`src/rtl/bus_pkg.sv`:
```
// Shared bus-bench package: id constants, scenario/transaction enums and packet builder.
package bus_pkg;

   localparam int unsigned ANCHO_ID = 8;
   localparam logic [ANCHO_ID-1:0] ID_BROADCAST = 8'hFF;
   localparam int unsigned TAMA_PAQUETE = 32;

   typedef enum logic [2:0] {
      todos_a_todos,
      todos_a_uno,
      uno_a_todos,
      uno_a_uno,
      broadcast_puro,
      reset_medio
   } cas_esq;

   typedef enum logic [1:0] {
      trans_aleatoria,
      trans_especifica,
      trans_broadcast,
      trans_reset
   } tipos_de_transaccion;

   // Destination id goes in the top byte, payload below it.
   function automatic logic [TAMA_PAQUETE-1:0] armar_paquete(
      input logic [ANCHO_ID-1:0] id,
      input logic [TAMA_PAQUETE-ANCHO_ID-1:0] payload
   );
      return {id, payload};
   endfunction

endpackage

```
`src/rtl/fifo_entrada_bus_if.sv`:
```
// Driver-side and bus-side signals of one per-device input FIFO.
// With FIFO_ESTADISTICAS_EN defined, the push/drop statistic counters are carried too.
interface fifo_entrada_bus_if #(
   parameter int unsigned tama_de_paquete = 32,
   parameter int unsigned profundidad = 8
);
   localparam int unsigned ANCHO_CUENTA = $clog2(profundidad) + 1;

   logic                       push_drv;
   logic [tama_de_paquete-1:0] dato_drv;
   logic                       full;
   logic                       pop;
   logic                       pndng;
   logic [tama_de_paquete-1:0] D_pop;
   logic [ANCHO_CUENTA-1:0]    cuenta;
   logic                       overflow;
`ifdef FIFO_ESTADISTICAS_EN
   logic [31:0]                total_push;
   logic [15:0]                total_drop;

   modport master (
      output push_drv, dato_drv, pop,
      input  full, pndng, D_pop, cuenta, overflow, total_push, total_drop
   );
   modport slave (
      input  push_drv, dato_drv, pop,
      output full, pndng, D_pop, cuenta, overflow, total_push, total_drop
   );
`else
   modport master (
      output push_drv, dato_drv, pop,
      input  full, pndng, D_pop, cuenta, overflow
   );
   modport slave (
      input  push_drv, dato_drv, pop,
      output full, pndng, D_pop, cuenta, overflow
   );
`endif

endinterface

```
`src/rtl/fifo_mem_dp.sv`:
```
// Register array with one synchronous write port and one asynchronous read port.
module fifo_mem_dp #(
   parameter int unsigned ancho = 32,
   parameter int unsigned profundidad = 8
) (
   input  logic                           clk,
   input  logic                           we,
   input  logic [$clog2(profundidad)-1:0] waddr,
   input  logic [ancho-1:0]               wdata,
   input  logic [$clog2(profundidad)-1:0] raddr,
   output logic [ancho-1:0]               rdata
);

   logic [ancho-1:0] mem [profundidad];

   always_ff @(posedge clk) begin
      if (we) begin
         mem[waddr] <= wdata;
      end
   end

   assign rdata = mem[raddr];

endmodule

```
`src/rtl/fifo_entrada_bus.sv`:
```
// Per-device show-ahead input FIFO between the test driver and one bus port.
// Optional FIFO_ESTADISTICAS_EN adds saturating push/drop counters.
module fifo_entrada_bus
   import bus_pkg::*;
#(
   parameter int unsigned tama_de_paquete = TAMA_PAQUETE,
   parameter int unsigned profundidad = 8
) (
   input logic               clk,
   input logic               reset,
   fifo_entrada_bus_if.slave bus
);

   localparam int unsigned ANCHO_PTR = $clog2(profundidad);
   localparam int unsigned ANCHO_CUENTA = ANCHO_PTR + 1;
   localparam logic [ANCHO_CUENTA-1:0] CUENTA_LLENA = ANCHO_CUENTA'(profundidad);

   logic [ANCHO_PTR-1:0]       rd_ptr_q, wr_ptr_q;
   logic [ANCHO_CUENTA-1:0]    cuenta_q, cuenta_d;
   logic                       overflow_q;
   logic [tama_de_paquete-1:0] dato_cabeza;
   logic                       pndng, full;
   logic                       pop_ef, push_ef, descarte;

   assign pndng = (cuenta_q != '0);
   assign full  = (cuenta_q == CUENTA_LLENA);

   // A push into a full FIFO still lands if the head is retired in the same cycle.
   always_comb begin
      pop_ef   = bus.pop & pndng;
      push_ef  = bus.push_drv & (~full | pop_ef);
      descarte = bus.push_drv & ~push_ef;
      cuenta_d = cuenta_q;
      if (push_ef && !pop_ef) begin
         cuenta_d = cuenta_q + ANCHO_CUENTA'(1);
      end else if (pop_ef && !push_ef) begin
         cuenta_d = cuenta_q - ANCHO_CUENTA'(1);
      end
   end

   always_ff @(posedge clk) begin
      if (reset) begin
         rd_ptr_q   <= '0;
         wr_ptr_q   <= '0;
         cuenta_q   <= '0;
         overflow_q <= 1'b0;
      end else begin
         if (pop_ef) begin
            rd_ptr_q <= rd_ptr_q + ANCHO_PTR'(1);
         end
         if (push_ef) begin
            wr_ptr_q <= wr_ptr_q + ANCHO_PTR'(1);
         end
         cuenta_q   <= cuenta_d;
         overflow_q <= descarte;
      end
   end

   fifo_mem_dp #(
      .ancho       (tama_de_paquete),
      .profundidad (profundidad)
   ) u_mem (
      .clk   (clk),
      .we    (push_ef & ~reset),
      .waddr (wr_ptr_q),
      .wdata (bus.dato_drv),
      .raddr (rd_ptr_q),
      .rdata (dato_cabeza)
   );

   assign bus.pndng    = pndng;
   assign bus.full     = full;
   assign bus.cuenta   = cuenta_q;
   assign bus.overflow = overflow_q;
   assign bus.D_pop    = pndng ? dato_cabeza : '0;

`ifdef FIFO_ESTADISTICAS_EN
   logic [31:0] total_push_q;
   logic [15:0] total_drop_q;

   always_ff @(posedge clk) begin
      if (reset) begin
         total_push_q <= '0;
         total_drop_q <= '0;
      end else begin
         if (push_ef && (total_push_q != '1)) begin
            total_push_q <= total_push_q + 32'd1;
         end
         if (descarte && (total_drop_q != '1)) begin
            total_drop_q <= total_drop_q + 16'd1;
         end
      end
   end

   assign bus.total_push = total_push_q;
   assign bus.total_drop = total_drop_q;
`endif

endmodule

```
`src/flat_wrapper.sv`:
```
// flat-port wrapper written by rule: the top's interface ports become plain ports
module fifo_entrada_bus_flat import bus_pkg::*;
#(
   parameter int unsigned tama_de_paquete = TAMA_PAQUETE,
   parameter int unsigned profundidad = 8
)
  (clk, reset, bus_push_drv, bus_dato_drv, bus_pop, bus_full, bus_pndng, bus_D_pop, bus_cuenta, bus_overflow);
  fifo_entrada_bus_if #(.tama_de_paquete(tama_de_paquete), .profundidad(profundidad)) bus_i ();
  input logic clk;
  input logic reset;
  input wire logic [$bits(bus_i.push_drv)-1:0] bus_push_drv;
  input wire logic [$bits(bus_i.dato_drv)-1:0] bus_dato_drv;
  input wire logic [$bits(bus_i.pop)-1:0] bus_pop;
  output wire logic [$bits(bus_i.full)-1:0] bus_full;
  output wire logic [$bits(bus_i.pndng)-1:0] bus_pndng;
  output wire logic [$bits(bus_i.D_pop)-1:0] bus_D_pop;
  output wire logic [$bits(bus_i.cuenta)-1:0] bus_cuenta;
  output wire logic [$bits(bus_i.overflow)-1:0] bus_overflow;
  assign bus_i.push_drv = bus_push_drv;
  assign bus_i.dato_drv = bus_dato_drv;
  assign bus_i.pop = bus_pop;
  assign bus_full = bus_i.full;
  assign bus_pndng = bus_i.pndng;
  assign bus_D_pop = bus_i.D_pop;
  assign bus_cuenta = bus_i.cuenta;
  assign bus_overflow = bus_i.overflow;
  fifo_entrada_bus #(.tama_de_paquete(tama_de_paquete), .profundidad(profundidad)) u_core (.clk(clk), .reset(reset), .bus(bus_i));
endmodule
```
`config.mk`:
```
export PLATFORM = sky130hd
export DESIGN_NAME = fifo_entrada_bus_flat
export DESIGN_NICKNAME = d
export VERILOG_FILES = /design/src/rtl/bus_pkg.sv /design/src/rtl/fifo_entrada_bus_if.sv /design/src/rtl/fifo_mem_dp.sv /design/src/rtl/fifo_entrada_bus.sv /design/src/flat_wrapper.sv
export SDC_FILE = /design/constraint.sdc
export NUM_CORES = 1
export LEC_CHECK = 0
export BUFFER_PORTS_ARGS = -buffer_cell sky130_fd_sc_hd__buf_2
export CORE_UTILIZATION = 30
export DETAILED_ROUTE_END_ITERATION = 6
export SYNTH_ARGS = -nofsm -noshare
export SYNTH_HDL_FRONTEND = slang
export SYNTH_SLANG_ARGS = --single-unit
```
`constraint.sdc`:
```
create_clock -name clk -period 4.16 [get_ports clk]
set_input_delay 0.416 -clock clk [delete_from_list [all_inputs] [get_ports clk]]
set_output_delay 0.416 -clock clk [all_outputs]
set_load 0.02 [all_outputs]
```
# After elaboration in Yosys (flattened, before gate mapping)
# Memories as Yosys holds them, arrays and structs flattened. A register that Yosys moved wholly into a read port is not among the register bits.
# Index checks and enable logic that the tools add are counted.
# word_totals
reg_bits	11
latch_bits	0
ramBits	256
romBits	0
inputBits	36
out_inout_bits	39
memories	1
# op_classes
n_addsub	4
n_mul	0
div_mod_pow	0
order_cmp	0
eq_ne	1
shift	0
n_mux	7
n_bitwise	8
reduce_logical	6
# memory_table
name	depth	word_bits	rd	rd_clocked_by_memory_dff	write_ports	line_no	source
u_core.u_mem.mem	8	32	1	1	1	fifo_mem_dp.sv:14	logic [ancho-1:0] mem [profundidad];
# op_table
op	count
$mux 32	1
$mux 4	2
$add 3x1->3 const B	2
$mux 3	2
$add 4x1->4 const B	1
$and 1x1->1	4
$eq 4x4->1 const B	1
$reduce_bool 4->1	1
$sub 4x1->4 const B	1
$not 1->1	3
$logic_and 1x1->1	2
$logic_not 1->1	2
$mux 1	2
$reduce_bool 2->1	1
$or 1x1->1	1

# Depth between registers and ports, before layout
# logic_depth
word_depth	8
depth_mapped	10
mapped_depth_nobuf	10

# Cells and area by module
# A second synthesis with hierarchy kept.
# unflattened
hier_cells	478
hier_area_um2	10610.2
# modules_own_cells
module	instances	cells_each	area_each_um2	seq_area_each_um2
fifo_mem_dp	1	383	9825.7	7687.4
fifo_entrada_bus	1	95	784.5	220.2

# Least setup slack after synthesis
# Ideal clock, no wire load.
# synth_path
path_type	register to register
startpoint	reg u_core.cuenta_q[0], in the netlist u_core.bus.cuenta[0]
endpoint	mem u_core.u_mem.mem[1][0], enable pin
setup_ns	0.461
arrival_ns	3.240
required_time_ns	3.699
slack_ns	0.459
path_stages_with_launch	5
n_path_buf	0
period_less_slack_ns	3.701
cell_sequence	dfxtp_1 or4b_4 o21a_4 nand3b_2 nor3_1
# synth_between
elab_chain_cells	7
# synth_lines
element	line_no	source
from (decl)	fifo_entrada_bus.sv:19	logic [ANCHO_CUENTA-1:0] cuenta_q, cuenta_d;
from (signal assigned)	fifo_entrada_bus.sv:54	cuenta_q <= cuenta_d;
$reduce_bool 4->1 or $eq 4x4->1 (tied branches)	fifo_entrada_bus.sv:25, fifo_entrada_bus.sv:26	
$and 1x1->1 or $not 1->1 (tied branches)	fifo_entrada_bus.sv:30, fifo_entrada_bus.sv:31	
$or 1x1->1 (*)	fifo_entrada_bus.sv:31	push_ef = bus.push_drv & (~full | pop_ef);
$and 1x1->1 (*)	fifo_entrada_bus.sv:31	
$and 1x1->1 (*)	fifo_entrada_bus.sv:64	.we (push_ef & ~reset),
$mux 1 (*)	fifo_mem_dp.sv:17	if (we) begin
$mux 1 (not written as such) (*)	fifo_mem_dp.sv:18	mem[waddr] <= wdata;
to (decl)	fifo_mem_dp.sv:14	
# Every way passes the cells marked *; elsewhere a longest branch is shown, timed or not.

==> results.md <==
Status:
- The flow ran to the end, and the final reports show no timing, DRC or antenna violations.

Flow run:
- The tool flagged a number of max-cap violations equal to 0.

Hold path:
- The startpoint of the lowest-slack hold path is bus_pop.
- The type of the tightest min-delay check is in -> reg.

Logic synthesis:
- The gate count after technology mapping is 481.
- After Yosys synthesis, full adders, half adders and majority gates account for 0.7965% of the synthesized area.
- The area share of xor/xnor cells in the synthesized design is 0.4224%.
- The number of nets in the synthesized netlist is 523.
- Summing the areas of all compound-gate instances in the mapped netlist gives 0.5431% of the synthesized area.
- Sequential elements use 76.85% of the synthesized area.
- In the synthesized netlist the dominant register cell turns out to be sky130_fd_sc_hd__edfxtp_1.
- After Yosys synthesis, and, or, nand and nor cells account for 2.909% of the synthesized area.
- The number of distinct standard cells referenced by the synthesized netlist is 32.
- After synthesis, the share of flip-flops with an asynchronous set or reset is 0%.
- After synthesis the cells add up to 10370 um2.
- Yosys mapped a number of flops with a built-in enable equal to 256.
- By area, the combinational part of the netlist is dominated by multiplexers.
- The mux contribution to synthesized area is 17.29%.
- The average footprint of a synthesized cell is 21.55 um2.
- Yosys printed 0 warnings.
- After synthesis the netlist holds a flip-flop and latch count of 270.

Clock tree:
- In this run the number of H-tree levels came out at 1.
- Counting along the longest clock path gives a buffer depth of 3.
- The number of clock sinks seen by CTS is 270.
- The TritonCTS buffer count is 28.
- The number of gates resized after CTS was 0.
- The master cell of the clock root buffer is sky130_fd_sc_hd__clkbuf_16.
- In this run the post-CTS setup repair buffer count came out at 0.
- The CTS tree is built.
- The cts-stage hold buffer count is 0.
- The clock-pin transition on the worst setup and hold timing paths is 60 ps.
- Clock latency on the worst-skew pair, taken at its later pin, is 530 ps.

Floorplanning:
- The effective utilization at floorplan is 30.69%.
- The region available for standard cell placement spans 33780 um2.
- The die covers 35310 um2.
- In this run the count of I/O pins placed on the die edge is 75.
- The horizontal die dimension is 187.9 um.
- In this run the core area contains 67 standard-cell rows.
- The vertical die dimension is 187.9 um.

Place:
- In this run the tool buffered the top-level ports with 74 buffer cells.
- The detailed placement HPWL is 12670 um.
- The post-placement setup slack is 1353 ps.
- Routability-driven placement finished with a final weighted congestion of 0.7196.

Finish:
- The top cell types in the final layout, fill and taps aside, are sky130_fd_sc_hd__edfxtp_1 (256), sky130_fd_sc_hd__buf_2 (74), sky130_fd_sc_hd__mux4_2 (64).
- Of the cells placed in the final design, the portion with a size suffix greater than 1 is 36.01%.
- The post-layout net count is 620.
- The library cell used most frequently in the layout, excluding fill and tap cells, is sky130_fd_sc_hd__edfxtp_1.
- The area growth from synthesis to layout is 19.32%.

Routing:
- Dividing the detail-routed wire length by the instance count gives 20.44 um.
- The detailed-router iteration count before antenna repair is 4.
- The wire length after detailed routing is 21420 um.
- The remaining design rule violation count is 0.
- The count of nets left with antenna violations after detail routing is 0.
- For this block, the via count after detailed routing is 4903.
- After detailed routing, the number of vias per cell comes to 4.678.
- In this run, the number of DRC markers left after iteration 0 of detailed routing was 321.

Setup path:
- The required arrival time at the worst endpoint is 3740 ps.
- The worst-case register-to-register setup slack is 1330 ps.
- The worst setup path is launched from a register.
- STA puts the critical path data arrival time at 2720 ps.
- The worst setup path is captured at a primary output.
- In this run the critical register-to-register path is launched from u_core.bus.cuenta[0].
- The biggest fanout along the worst timing path is 33.
- The critical path class is reg -> out.

Global routing:
- The remaining global-route overflow is 0.
- The number of antenna violations at the first check in global routing is 3.
- Global routing used 12.21% of the available tracks.
- Entering global routing, the biggest net connects 65 pins.
- The global-route wire length before repair is 32300 um.
- The number of global-route vias before repair was 5336.

Pwr:
- The leakage dissipation is 0.003932 uW.
- The worst-case vdd ir drop is 0.0002969 V.
- The total power per unit cell area is 609.6 nW/um2.
- The overall power after layout is 7541 uW.

STA:
- The number of max-slew violations in the final report was 0.
- The clock arrives with 13.30 ps of skew.
- Setup slack on the critical path of the routed design comes to 1026 ps.
- Setup repair after global routing left no endpoint under its margin.
- The measured slew at the worst slew-check pin is 984.8 ps.
- The setup violation total in the final timing report is 0.
- The count of final hold-check violations is 0.
- In the finished design, the share of the clock period the worst path needs comes to 75.34%.
- After routing, the total negative slack on setup checks comes to 0 ps.
- The worst max-slew margin expressed relative to the limit is 34.34%.
- The final critical-path required period is 3134 ps.
- The maximum achievable frequency is 319.1 MHz.
## metrics by stage
| step | cells | hold WS, ps | area, um2 | utilization, % |
|---|---|---|---|---|
| after floorplan | 481 | 454.1 | 10370 | - |
| after global placement | 996 | 454.2 | 11390 | 33.72 |
| after detailed placement | 996 | 476.2 | 11390 | 33.72 |
| after CTS | 1045 | 121.7 | 12360 | 36.59 |
| after global routing | 1045 | 147.8 | 12360 | 36.59 |
| final | 1048 | 151.2 | 12370 | 36.62 |
## registers in the layout (all words and copies together), names as in the netlist, named ones only
signal,flops
u_core.u_mem.mem,256
u_core.rd_ptr_q,3
u_core.wr_ptr_q,3
u_core.bus.cuenta,4
u_core.bus.overflow,1
## logic make-up (layout without fill, tap and decap cells)
family                   Yosys count  in the layout
multiplexers                      99             99
AO/OA/AOI/OAI                      8              8
flip-flops                       270            270
other                              0              3
XOR/XNOR                           5              5
adder cells (fa/ha/maj)            6              6
buffers and inverters             26            142
AND/OR/NAND/NOR                   67             67
## cells in the mapped netlist, drive strengths merged (2+ instances only)
cell / instances / area (um2)
nor3: 2 / 10.01
buf: 15 / 81.33
mux4: 64 / 1441
nor2: 50 / 187.7
nand3: 3 / 15.01
inv: 3 / 11.26
dfxtp: 14 / 280.3
ha: 5 / 62.56
nand2: 4 / 17.52
nand2b: 3 / 18.77
mux2i: 34 / 340.3
clkbuf: 8 / 30.03
a21oi: 3 / 15.01
xor2: 4 / 35.03
edfxtp: 256 / 7687
## path summary, 6_finish.rpt
path                            cells past startpoint              endpoint
worst max-delay path                                5         bus_D_pop[29]
worst min-delay path                                2   u_core.bus.overflow
worst max register to register                      9  u_core.bus.cuenta[3]
worst min register to register                      2              register
## routing by layer
layer | vias up | global-route usage (%) | part of all wire, %
li1 | 2169 | - | -
met1 | 2570 | 15.99 | 43
met3 | 33 | 2.789 | 5.6
met5 | - | 0 | 0.061
met2 | 129 | 20.61 | 49
met4 | 2 | 2.720 | 1.9
## worst max-delay path, cell delays in order, from the launching register on
cell and delay (ps):
sky130_fd_sc_hd__dfxtp_4 810, sky130_fd_sc_hd__buf_12 360, sky130_fd_sc_hd__mux4_2 540, sky130_fd_sc_hd__mux2i_1 150
sky130_fd_sc_hd__nor2_1 100, sky130_fd_sc_hd__buf_2 200
## layout make-up
| type | instances | area, um2 |
|---|---|---|
| Tap cell | 448 | 560.5 |
| Sequential cell | 270 | 7976 |
| Inverter | 3 | 11.26 |
| Fill cell | 3098 | 21410 |
| Clock buffer | 34 | 754.5 |
| Timing Repair Buffer | 90 | 503.0 |
| Antenna cell | 3 | 7.507 |
| Multi-Input combinational cell | 185 | 2341 |
| Clock inverter | 15 | 216.5 |
## power by group
part / total, uW / internal, uW / switching (uW)
Clock: 2580 / 1600 / 980
Combinational: 1680 / 783 / 901
Sequential: 3280 / 3070 / 212
Total: 7540 / 5450 / 2090
Power figures use the tool's default switching activity.
